## src/rtl/stack_unit_ctrl.sv

```systemverilog
// Operand stack for the multicycle stack-machine controller.
// Top-of-stack lives in a register; older entries spill into a synchronous-read
// array. A pop that must refill TOS from the array stalls for one REFILL cycle.
//
// Ports:
//   clk_i, rst_ni       clock and synchronous active-low reset
//   push_i, pop_i       push din_i / pop TOS to dout_o (only accepted while ready_o=1)
//   tos_rd_i            peek TOS to dout_o without changing state
//   din_i               push data
//   err_clr_i           clear sticky ovf_err_o / unf_err_o
//   ready_o             1 when commands are accepted (IDLE)
//   dout_o              registered pop/peek data
//   dout_valid_o        one-cycle pulse after an accepted pop/peek
//   count_o             entries held, 0..DEPTH
//   empty_o, full_o     occupancy flags
//   tos_zero_o          stack non-empty and TOS == 0 (forced low during REFILL)
//   ovf_err_o           sticky: push attempted while full
//   unf_err_o           sticky: pop/peek attempted while empty
module stack_unit_ctrl #(
    parameter int unsigned WIDTH = 8,
    parameter int unsigned DEPTH = 16,
    parameter int unsigned AW    = 4
) (
    input  logic             clk_i,
    input  logic             rst_ni,
    input  logic             push_i,
    input  logic             pop_i,
    input  logic             tos_rd_i,
    input  logic [WIDTH-1:0] din_i,
    input  logic             err_clr_i,
    output logic             ready_o,
    output logic [WIDTH-1:0] dout_o,
    output logic             dout_valid_o,
    output logic [AW:0]      count_o,
    output logic             empty_o,
    output logic             full_o,
    output logic             tos_zero_o,
    output logic             ovf_err_o,
    output logic             unf_err_o
);

    typedef enum logic [0:0] {StIdle, StRefill} state_e;

    localparam logic [AW:0]   CountOne  = (AW + 1)'(1);
    localparam logic [AW:0]   CountTwo  = (AW + 1)'(2);
    localparam logic [AW:0]   CountFull = (AW + 1)'(DEPTH);
    localparam logic [AW-1:0] SpOne     = AW'(1);

    state_e           state_q, state_d;
    logic [AW-1:0]    sp_q, sp_d;
    logic [AW:0]      count_q, count_d;
    logic [WIDTH-1:0] tos_q, tos_d;
    logic [WIDTH-1:0] dout_q, dout_d;
    logic             dv_q, dv_d;
    logic             ovf_q, ovf_d;
    logic             unf_q, unf_d;

    // Spill array: holds everything below TOS, mem_q[sp_q-1] is the next entry down.
    logic [WIDTH-1:0] mem_q [DEPTH-1];
    logic [WIDTH-1:0] rd_data_q;
    logic             mem_we;
    logic             rd_en;
    logic             ovf_set;
    logic             unf_set;
    logic             empty;
    logic             full;

    assign empty = (count_q == '0);
    assign full  = (count_q == CountFull);

    always_comb begin
        state_d = state_q;
        sp_d    = sp_q;
        count_d = count_q;
        tos_d   = tos_q;
        dout_d  = dout_q;
        dv_d    = 1'b0;
        mem_we  = 1'b0;
        rd_en   = 1'b0;
        ovf_set = 1'b0;
        unf_set = 1'b0;

        unique case (state_q)
            StIdle: begin
                if (push_i && pop_i) begin
                    if (empty) begin
                        // Nothing to replace: behaves as a plain push onto an empty stack.
                        tos_d   = din_i;
                        count_d = CountOne;
                        unf_set = 1'b1;
                    end else begin
                        dout_d = tos_q;
                        dv_d   = 1'b1;
                        tos_d  = din_i;
                    end
                end else if (push_i) begin
                    if (full) begin
                        ovf_set = 1'b1;
                    end else begin
                        if (!empty) begin
                            mem_we = 1'b1;
                            sp_d   = sp_q + SpOne;
                        end
                        tos_d   = din_i;
                        count_d = count_q + CountOne;
                    end
                end else if (pop_i) begin
                    if (empty) begin
                        unf_set = 1'b1;
                    end else begin
                        dout_d  = tos_q;
                        dv_d    = 1'b1;
                        count_d = count_q - CountOne;
                        if (count_q >= CountTwo) begin
                            sp_d    = sp_q - SpOne;
                            rd_en   = 1'b1;
                            state_d = StRefill;
                        end
                    end
                end else if (tos_rd_i) begin
                    if (empty) begin
                        unf_set = 1'b1;
                    end else begin
                        dout_d = tos_q;
                        dv_d   = 1'b1;
                    end
                end
            end
            StRefill: begin
                tos_d   = rd_data_q;
                state_d = StIdle;
            end
            default: state_d = StIdle;
        endcase

        // A same-cycle set takes precedence over err_clr_i.
        ovf_d = ovf_set | (ovf_q & ~err_clr_i);
        unf_d = unf_set | (unf_q & ~err_clr_i);
    end

    always_ff @(posedge clk_i) begin
        if (!rst_ni) begin
            state_q <= StIdle;
            sp_q    <= '0;
            count_q <= '0;
            tos_q   <= '0;
            dout_q  <= '0;
            dv_q    <= 1'b0;
            ovf_q   <= 1'b0;
            unf_q   <= 1'b0;
        end else begin
            state_q <= state_d;
            sp_q    <= sp_d;
            count_q <= count_d;
            tos_q   <= tos_d;
            dout_q  <= dout_d;
            dv_q    <= dv_d;
            ovf_q   <= ovf_d;
            unf_q   <= unf_d;
        end
    end

    // Array and its read register carry no reset; validity is tracked by sp_q/count_q.
    always_ff @(posedge clk_i) begin
        if (mem_we) begin
            mem_q[sp_q] <= tos_q;
        end
        if (rd_en) begin
            rd_data_q <= mem_q[sp_q - SpOne];
        end
    end

    assign ready_o      = (state_q == StIdle);
    assign dout_o       = dout_q;
    assign dout_valid_o = dv_q;
    assign count_o      = count_q;
    assign empty_o      = empty;
    assign full_o       = full;
    assign tos_zero_o   = (state_q == StIdle) && !empty && (tos_q == '0);
    assign ovf_err_o    = ovf_q;
    assign unf_err_o    = unf_q;

endmodule

```

## config.mk

```make
export PLATFORM = sky130hd
export DESIGN_NAME = stack_unit_ctrl
export DESIGN_NICKNAME = d
export VERILOG_FILES = /design/src/rtl/stack_unit_ctrl.sv
export SDC_FILE = /design/constraint.sdc
export NUM_CORES = 1
export LEC_CHECK = 0
export ABC_AREA = 1
export BUFFER_PORTS_ARGS = -buffer_cell sky130_fd_sc_hd__buf_2
export CAP_MARGIN = 30
export CORE_ASPECT_RATIO = 1.1
export CORE_UTILIZATION = 38
export CTS_CLUSTER_SIZE = 24
export DETAILED_ROUTE_END_ITERATION = 8
export GPL_TIMING_DRIVEN = 0
export SLEW_MARGIN = 20
export SYNTH_ARGS = -nofsm -noshare
export SYNTH_HDL_FRONTEND = slang
export SYNTH_SLANG_ARGS = --single-unit
export TNS_END_PERCENT = 1
```

## constraint.sdc

```tcl
create_clock -name clk_i -period 2.76 [get_ports clk_i]
set_input_delay 0.414 -clock clk_i [delete_from_list [all_inputs] [get_ports clk_i]]
set_output_delay 0.414 -clock clk_i [all_outputs]
set_load 0.03 [all_outputs]
```

Word level (Yosys, flattened, before mapping)

Memory sizes are Yosys's and may differ from the RTL's. A register that Yosys moved wholly into a read port is not among the register bits.
Index checks and enable logic that the tools add are counted.

Register bits: 29
Memory bits (writable): 120
Input bits: 14
Output and inout port bits: 20
Word-level logic and storage cells: 95
Memories kept: 1

Add/subtract/negate cells: 4
$lt $le $gt $ge: 1
Equality and inequality tests: 8
Mux-type cells: 49
Bitwise operators: 9
Reductions and logical operators: 15

Memory list:

| memory | words | bits a word | rd ports | clocked after Yosys merged registers in | wr ports | line | source |
|---|---|---|---|---|---|---|---|
| mem_q  | 15    | 8           | 1        | 1                                       | 1        | 59   | `logic [WIDTH-1:0] mem_q [DEPTH-1];` |

Operators with widths:

| operator                                                                 | number |
|---|---|
| 8-bit two-way mux                                                        | 8 |
| 5-bit two-way mux                                                        | 6 |
| 1-bit two-way mux                                                        | 27 |
| 4-bit two-way mux                                                        | 6 |
| 8-bit one-hot mux with 2 select lines                                    | 1 |
| 3-bit by 2-bit inequality test with 1-bit output (second input constant) | 4 |
| 8-bit logical NOT                                                        | 1 |
| 6-bit AND reduction                                                      | 1 |
| 3-bit nonzero test                                                       | 2 |
| 5-bit by 1-bit adder with 5-bit output (second input constant)           | 1 |
| 5-bit equality test (second input constant)                              | 1 |
| 5-bit by 2-bit >= comparator with 1-bit output (second input constant)   | 1 |
| 5-bit logical NOT                                                        | 1 |
| 1-bit inverter                                                           | 5 |
| 5-bit AND reduction                                                      | 1 |
| 5-bit by 1-bit subtractor with 5-bit output (second input constant)      | 1 |
| 4-bit by 1-bit adder with 4-bit output (second input constant)           | 1 |
| 2-bit inequality test (second input constant)                            | 2 |
| 2-bit nonzero test                                                       | 2 |
| 4-bit by 1-bit subtractor with 4-bit output (second input constant)      | 1 |
| 1-bit logical AND                                                        | 3 |
| 3-bit AND reduction                                                      | 1 |
| 1-bit AND                                                                | 2 |
| 2-bit by 1-bit inequality test with 1-bit output (second input constant) | 1 |
| other kinds (5)                                                          | 6 |

Longest topological paths before layout

Gate-level depths: netlist (run 1).

Depth after elaboration: 8
Depth in mapped cells: 10
Depth with buffers taken out: 9

Worst setup path before layout (run 1)

No wires, ideal clock.

Kind: register to output
Start point: register count_q[4], in the netlist count_o[4]
End point: output tos_zero_o
Arrival time: 1.782 ns
Required time: 2.346 ns
Setup slack: 0.564 ns
Stages on the path, launching flop included: 6
Path buffers: 1
Cells stage by stage: dfxtp_1 -> clkbuf_2 -> inv_1 -> nand3_2 -> inv_1 -> nor3_1

Cells in the longest elaborated chain, start to end: 4

RTL lines:

| element                        | line | source |
|---|---|---|
| start: declaration             | 51   | `logic [AW:0] count_q, count_d;` |
| start signal: assignment       | 154  | `count_q <= count_d;` |
| 5-bit logical NOT              | 68   | `assign empty = (count_q == '0);` |
| net empty_o                    | 35   | `output logic empty_o,` |
| 1-bit logical NOT              | 179  | `assign tos_zero_o = (state_q == StIdle) && !empty && (tos_q == '0);` |
| 1-bit logical AND (2 in a row) | 179  |  |
| end: declaration               | 37   | `output logic tos_zero_o,` |

The timed path passes the listed nets, and every way through them passes these cells.

Worst setup path after layout (run 1)

Start point: register sp_q[0]
End point: register rd_data_q[1] (read register of mem_q), data pin

Cells in the longest elaborated chain, start to end: 1

RTL lines:

| element                                     | line | source |
|---|---|---|
| start: declaration                          | 50   | `logic [AW-1:0] sp_q, sp_d;` |
| start signal: assignment                    | 153  | `sp_q <= sp_d;` |
| 4-bit by 1-bit subtractor with 4-bit output | 169  | `rd_data_q <= mem_q[sp_q - SpOne];` |
| end: declaration                            | 60   | `logic [WIDTH-1:0] rd_data_q;` |

Every way passes these cells.
A chain may end at the register's enable or synchronous reset.

==> flow_summary.yaml, run 1 <==
cells_and_area:
  final_common_cell: "nor2_1"
  fillerInstances: 1597
  final_cell_area_mm2: 0.007617
  multiInputGateArea_mm2: 0.001977
  area_growth_syn_to_layout_pct: 15.19
  layout-drive-gt1-share_pct: 14.74
  layout_common_cells: "nor2_1 (131), edfxtp_1 (128), o21ai_0 (80), nand2_1 (79), buf_2 (38)"
  num-nets-final: 676
  regArea_mm2: 0.004424
  utilization_pct: 44.76
  antenna_cells: 0
run:
  cap_violations: 0
die:
  start_util_pct: 38.86
  die_area_mm2: 0.01793
  die_h_um: 140.4
  ios: 34
  placementRows: 50
  die-width_um: 127.8
  core_mm2: 0.01702
pwr:
  power_frac_seq_pct: 40.4
  p_sw_mw: 2.703
  power.density_mw_per_mm2: 983.0
  clkPwrFrac_pct: 28.6
  switching_share_pct: 36.10
  vdd.ir_drop.worst_mv: 0.4688
  intPower_mw: 4.785
  power_frac_comb_pct: 30.9
  leakagePower_nw: 2.776
clocking:
  h-tree-depth: 4
  clock_latency_ns: 0.43
  cts_buffers: 17
  root_buffer: "clkbuf_16"
  clk_pin_slew_ns: 0.06
  clk_path_buf_depth: 2
  cts_tree: "done"
  cts-hold-fix-buffers: 0
  cts_sinks: 157
  post_cts.repair.setup_buffers: 0
routing:
  first_pass_iters: 5
  routedWlPerCell_um: 17.32
  first_iter_violations: 373
  drc_errors: 0
  drt.antenna.violating_nets: 0
  wirelength_mm: 15.58
  via_per_inst: 5.099
  vias: 4584
timing:
  finalSetupViolCount: 0
  skew_ns: 0.008800
  period_share_pct: 98.26
  worst_pin_slew_ns: 0.9061
  slew_violations: 0
  setup_tns_ns: 0
  fmax_ghz: 0.3687
  fin_ws_ns: 0.04796
  rsz0062_at_grt: "true"
  hold_viol_final: 0
  maxSlewHeadroom_pct: 39.51
  period_minus_slack_ns: 2.712
synth:
  synth_cell_types: 32
  synth_warnings: 0
  ys_ff_latch: 157
  synth.cell_area_mm2: 0.006613
  netlist_instances: 602
  synth_top_area_cell: "edfxtp_1"
  synth_top_area_share_pct: 58.13
  syn_avg_cell_area_um2: 10.98
  ys_seq_area_share_pct: 66.91
  syn-num-nets: 625
  synth_top_cells_by_area: "edfxtp_1 (58%), dfxtp_1 (8.8%), nor2_1 (7.4%)"
global_route:
  grt_pass1_vias: 4331
  grt_remaining_overflow: 0
  track_usage_pct: 18.46
  antenna_found_initial: 0
  grt_pass1_wl_mm: 24.34
  grt_max_degree: 19
place:
  place_congestion: 0.8983
  place.detailed.hpwl_mm: 10.51
  dp_slack_ns: 0.02744
  dpl_cell_area_mm2: 0.007081
  port_buffers: 32
worst_setup_path:
  path_class: "register to register"
  critPathMaxFanout: 12
  start_kind: "register"
  crit_required_ns: 2.93
  crit_arrival_ns: 2.88
  end_kind: "register"
min_path:
  hold_path_class: "primary input to register"
run_status:
  status: "finished, final reports clean"
==> state kept, by name, summed over array words and instances (netlist names), 4 cells and up <==
register and count:
count_o 5, dout_o 8, mem_q 120, rd_data_q 8
sp_q 4, tos_q 8
==> metrics by stage <==
step,instances,power (mW),hold WS [ns]
after floorplan,602,4.611,0.4969
after global placement,868,5.321,0.4487
after detailed placement,868,5.369,0.4550
after CTS,899,7.510,0.2402
after global routing,899,7.892,0.2797
final,899,7.488,0.2497
==> layer usage <==
| metal | wire [µm] | track usage [%] |
|---|---|---|
| met1 | 6656 | 23.61 |
| met2 | 7663 | 29.75 |
| met3 | 927 | 4.736 |
| met4 | 328 | 7.554 |
| met5 | 0 | 0 |
==> cell type report <==
class	instances	share of cell area, %
plain buffers	28	1.938
multi-input cells	395	25.95
flip-flops and latches	157	58.08
well taps	234	3.844
repair buffers	32	2.103
clock inverters	11	1.265
clock buffers	20	5.733
inverters	22	1.084
==> synth_stat cells <==
master      n
xor2_1      1
or2_2       1
o22ai_1     8
o21ai_1     8
buf_6       2
dfxtp_1    29
nand2_2     3
ha_1        8
nand3_1    11
nand2_1    79
nor2_1    131
nor3_1      5
clkbuf_2    1
fa_1        1
nand4_1     3
clkbuf_1   12
buf_2       6
buf_1       3
inv_1      16
xor2_4      1
o21ai_0    80
nor4_1      2
nand3_2     3
nor2_4      1
a21oi_2     1
xnor2_1     4
a21oi_1     8
inv_2       6
nor2_2      4
o211ai_1   32
edfxtp_1  128
buf_4       4
==> what timing repair did <==
item | in CTS | in global routing
pin swaps | 0 | 0
endpoints found under the setup margin | 1 | 8
resized for setup | 2 | 3
==> worst paths after layout <==
check	from	end	slack (ns)	cells past startpoint
setup / recovery	sp_q[0]$_SDFFE_PN0P_	rd_data_q[1]$_DFFE_PP_	0.05	10
hold reg to reg	unf_err_o$_SDFF_PN0_	unf_err_o$_SDFF_PN0_	0.46	2
setup reg to reg	sp_q[0]$_SDFFE_PN0P_	rd_data_q[1]$_DFFE_PP_	0.05	10
hold / removal	err_clr_i	unf_err_o$_SDFF_PN0_	0.25	4
==> cells by family after synthesis <==
kind of cell,count (synthesis),share of synthesized area [%]
xor gates and xnor gates,6,1.079
adders and majority gates,9,1.817
DFF,157,66.91
AOI/OAI and AO/OA,137,11.79
buffers and inverters,50,3.425
and+or+nand+nor,243,14.99
==> power groups by stage <==
stage	sequential, mW	clock (mW)	combinational [mW]
3_5_place_dp	3.08	0	2.29
3_3_place_gp	3.06	0	2.26
2_1_floorplan	3.11	0	1.50
4_1_cts	3.03	2.17	2.31
5_1_grt	3.05	2.28	2.56
6_report	3.03	2.14	2.32
==> worst max-delay path, cell delays in order, from the launching register on <==
cell      delay (ns)
dfxtp_1         0.49
inv_2           0.11
buf_4           0.20
buf_2           0.21
ha_1            0.39
buf_4           0.22
nor2_1          0.06
o21ai_0         0.08
o21ai_0         0.20
o211ai_1        0.38
nand2_1         0.11
Power figures use the tool's default switching activity.
==> inputs of run 2 (changes only) <==
Settings changed: CORE_UTILIZATION 38 to 61, PLACE_DENSITY set to 0.79.
==> run 2 against run 1 <==
Net effect:
- worst setup slack improved by 0.16 ns
- total power increased by 1.6%
- critical path depth unchanged
- wire length decreased by 2.7%
- global-route usage increased by 11 points
- die area decreased by 37%
- sequential share of layout area increased by 0.50 points
- final area decreased by 0.82%
- largest power group unchanged
- register-to-register slack improved by 0.16 ns
- cell count decreased by 9.8%
- via count increased by 4.1%
- core utilization increased by 28 points
==> flow_summary.yaml, run 2 (synthesis gave the netlist of run 1 again) <==
timing:
  period_minus_slack_ns: 2.548
  rsz0062_at_grt: "false"
  fmax_ghz: 0.3925
  maxSlewHeadroom_pct: 41.56
  worst_pin_slew_ns: 0.8733
  hold_viol_final: 0
  finalSetupViolCount: 0
  period_share_pct: 92.30
  fin_ws_ns: 0.2124
  skew_ns: 0.009588
  setup_tns_ns: 0
  slew_violations: 0
cells_and_area:
  layout_common_cells: "nor2_1 (131), edfxtp_1 (128), o21ai_0 (80), nand2_1 (79), buf_2 (40)"
  area_growth_syn_to_layout_pct: 14.25
  layoutNonFillerInstCount: 811
  layout-drive-gt1-share_pct: 15.27
  final_common_cell: "nor2_1"
  regMostFlops: "mem_q"
  final_cell_area_mm2: 0.007555
  num-nets-final: 678
  largest_register_ff_count: 120
  antenna_cells: 0
worst_setup_path:
  critPathMaxFanout: 12
  end_kind: "register"
  crit_arrival_ns: 2.83
  rrSetupSlack_ns: 0.21
  crit_required_ns: 3.04
  path_class: "register to register"
  start_kind: "register"
routing:
  vias: 4774
  drt.antenna.violating_nets: 0
  routedWlPerCell_um: 18.69
  via_per_inst: 5.887
  wirelength_mm: 15.16
  drc_errors: 0
  first_pass_iters: 5
  first_iter_violations: 458
place:
  dpl_cell_area_mm2: 0.006967
  port_buffers: 32
  dp_slack_ns: 0.1048
  place_congestion: 1.016
  dp.cells: 779
  place.detailed.hpwl_mm: 9.946
clocking:
  clk_path_buf_depth: 2
  ctsResizeCount: 0
  post_cts.repair.setup_buffers: 0
  root_buffer: "clkbuf_16"
  cts-hold-fix-buffers: 0
  cts_sinks: 157
  h-tree-depth: 4
  clock_latency_ns: 0.42
  cts_tree: "done"
  cts_buffers: 17
  clk_pin_slew_ns: 0.06
run:
  cap_violations: 0
global_route:
  antenna_found_initial: 0
  track_usage_pct: 29.12
  grt_max_degree: 19
  grt_pass1_wl_mm: 23.68
  grt_pass1_vias: 4667
  grt_remaining_overflow: 0
die:
  start_util_pct: 63.32
  die_h_um: 111.2
  ios: 34
  die-width_um: 101.3
  core_mm2: 0.01044
  placementRows: 39
  die_area_mm2: 0.01126
run_status:
  status: "finished, final reports clean"
min_path:
  hold_path_class: "primary input to register"
pwr:
  vdd.ir_drop.worst_mv: 0.5600
  power.density_mw_per_mm2: 1008
  leakagePower_nw: 2.825
## run 2: changes by cell type in the layout (fill, tap and decap cells not counted), sizes merged
cell / delta
buf: +1
bufinv: +1
clkbuf: +3
clkinv: +2
clkinvlp: -3
inv: -1
## run 2: cell type report
class	count	area (µm²)
plain buffers	28	148.9
clock buffers	22	464.2
clock inverters	10	117.6
fillers	746	2888
inverters	22	82.58
multi-input cells	395	1967
flip-flops and latches	157	4425
well taps	143	178.9
repair buffers	34	170.2
## run 2: critical path, stage by stage (launching register included)
cell and delay, ns:
dfxtp_2 0.43, inv_2 0.09, buf_4 0.18, buf_2 0.22, ha_1 0.40, buf_4 0.21, buf_2 0.23, o21ai_0 0.11
o211ai_1 0.29, o211ai_1 0.15, nand2_1 0.09
## run 2: path summary, 6_finish.rpt
check,from,to,cells past startpoint
max,sp_q[0]$_SDFFE_PN0P_,rd_data_q[7]$_DFFE_PP_,10
min,rst_ni,sp_q[2]$_SDFFE_PN0P_,3
max reg2reg,sp_q[0]$_SDFFE_PN0P_,rd_data_q[7]$_DFFE_PP_,10
min reg2reg,ovf_err_o$_SDFF_PN0_,ovf_err_o$_SDFF_PN0_,2
## run 2: layer usage
metal	global-route usage (%)	vias to the layer above	share of wire, %
li1	-	2228	-
met4	15.56	0	4.1
met2	48.12	237	50
met3	6.305	45	7.5
met5	0	-	0
met1	35.46	2264	38
## run 2: per-stage QoR
stage          total power, mW  utilization, %  hold WS [ns]
6_report                 7.611           72.35        0.2680
5_1_grt                  7.953           72.35        0.2738
4_1_cts                  7.566           72.29        0.2505
3_5_place_dp             5.324           66.71        0.4611
3_3_place_gp             5.241           66.57        0.4469
2_1_floorplan            4.611               -        0.4969
## run 2: power breakdown
group	switching (mW)	leakage, nW	internal, mW
combinational	1.60	1.13	0.728
sequential	0.196	1.41	2.83
clock	0.876	0.284	1.38
total	2.67	2.83	4.94
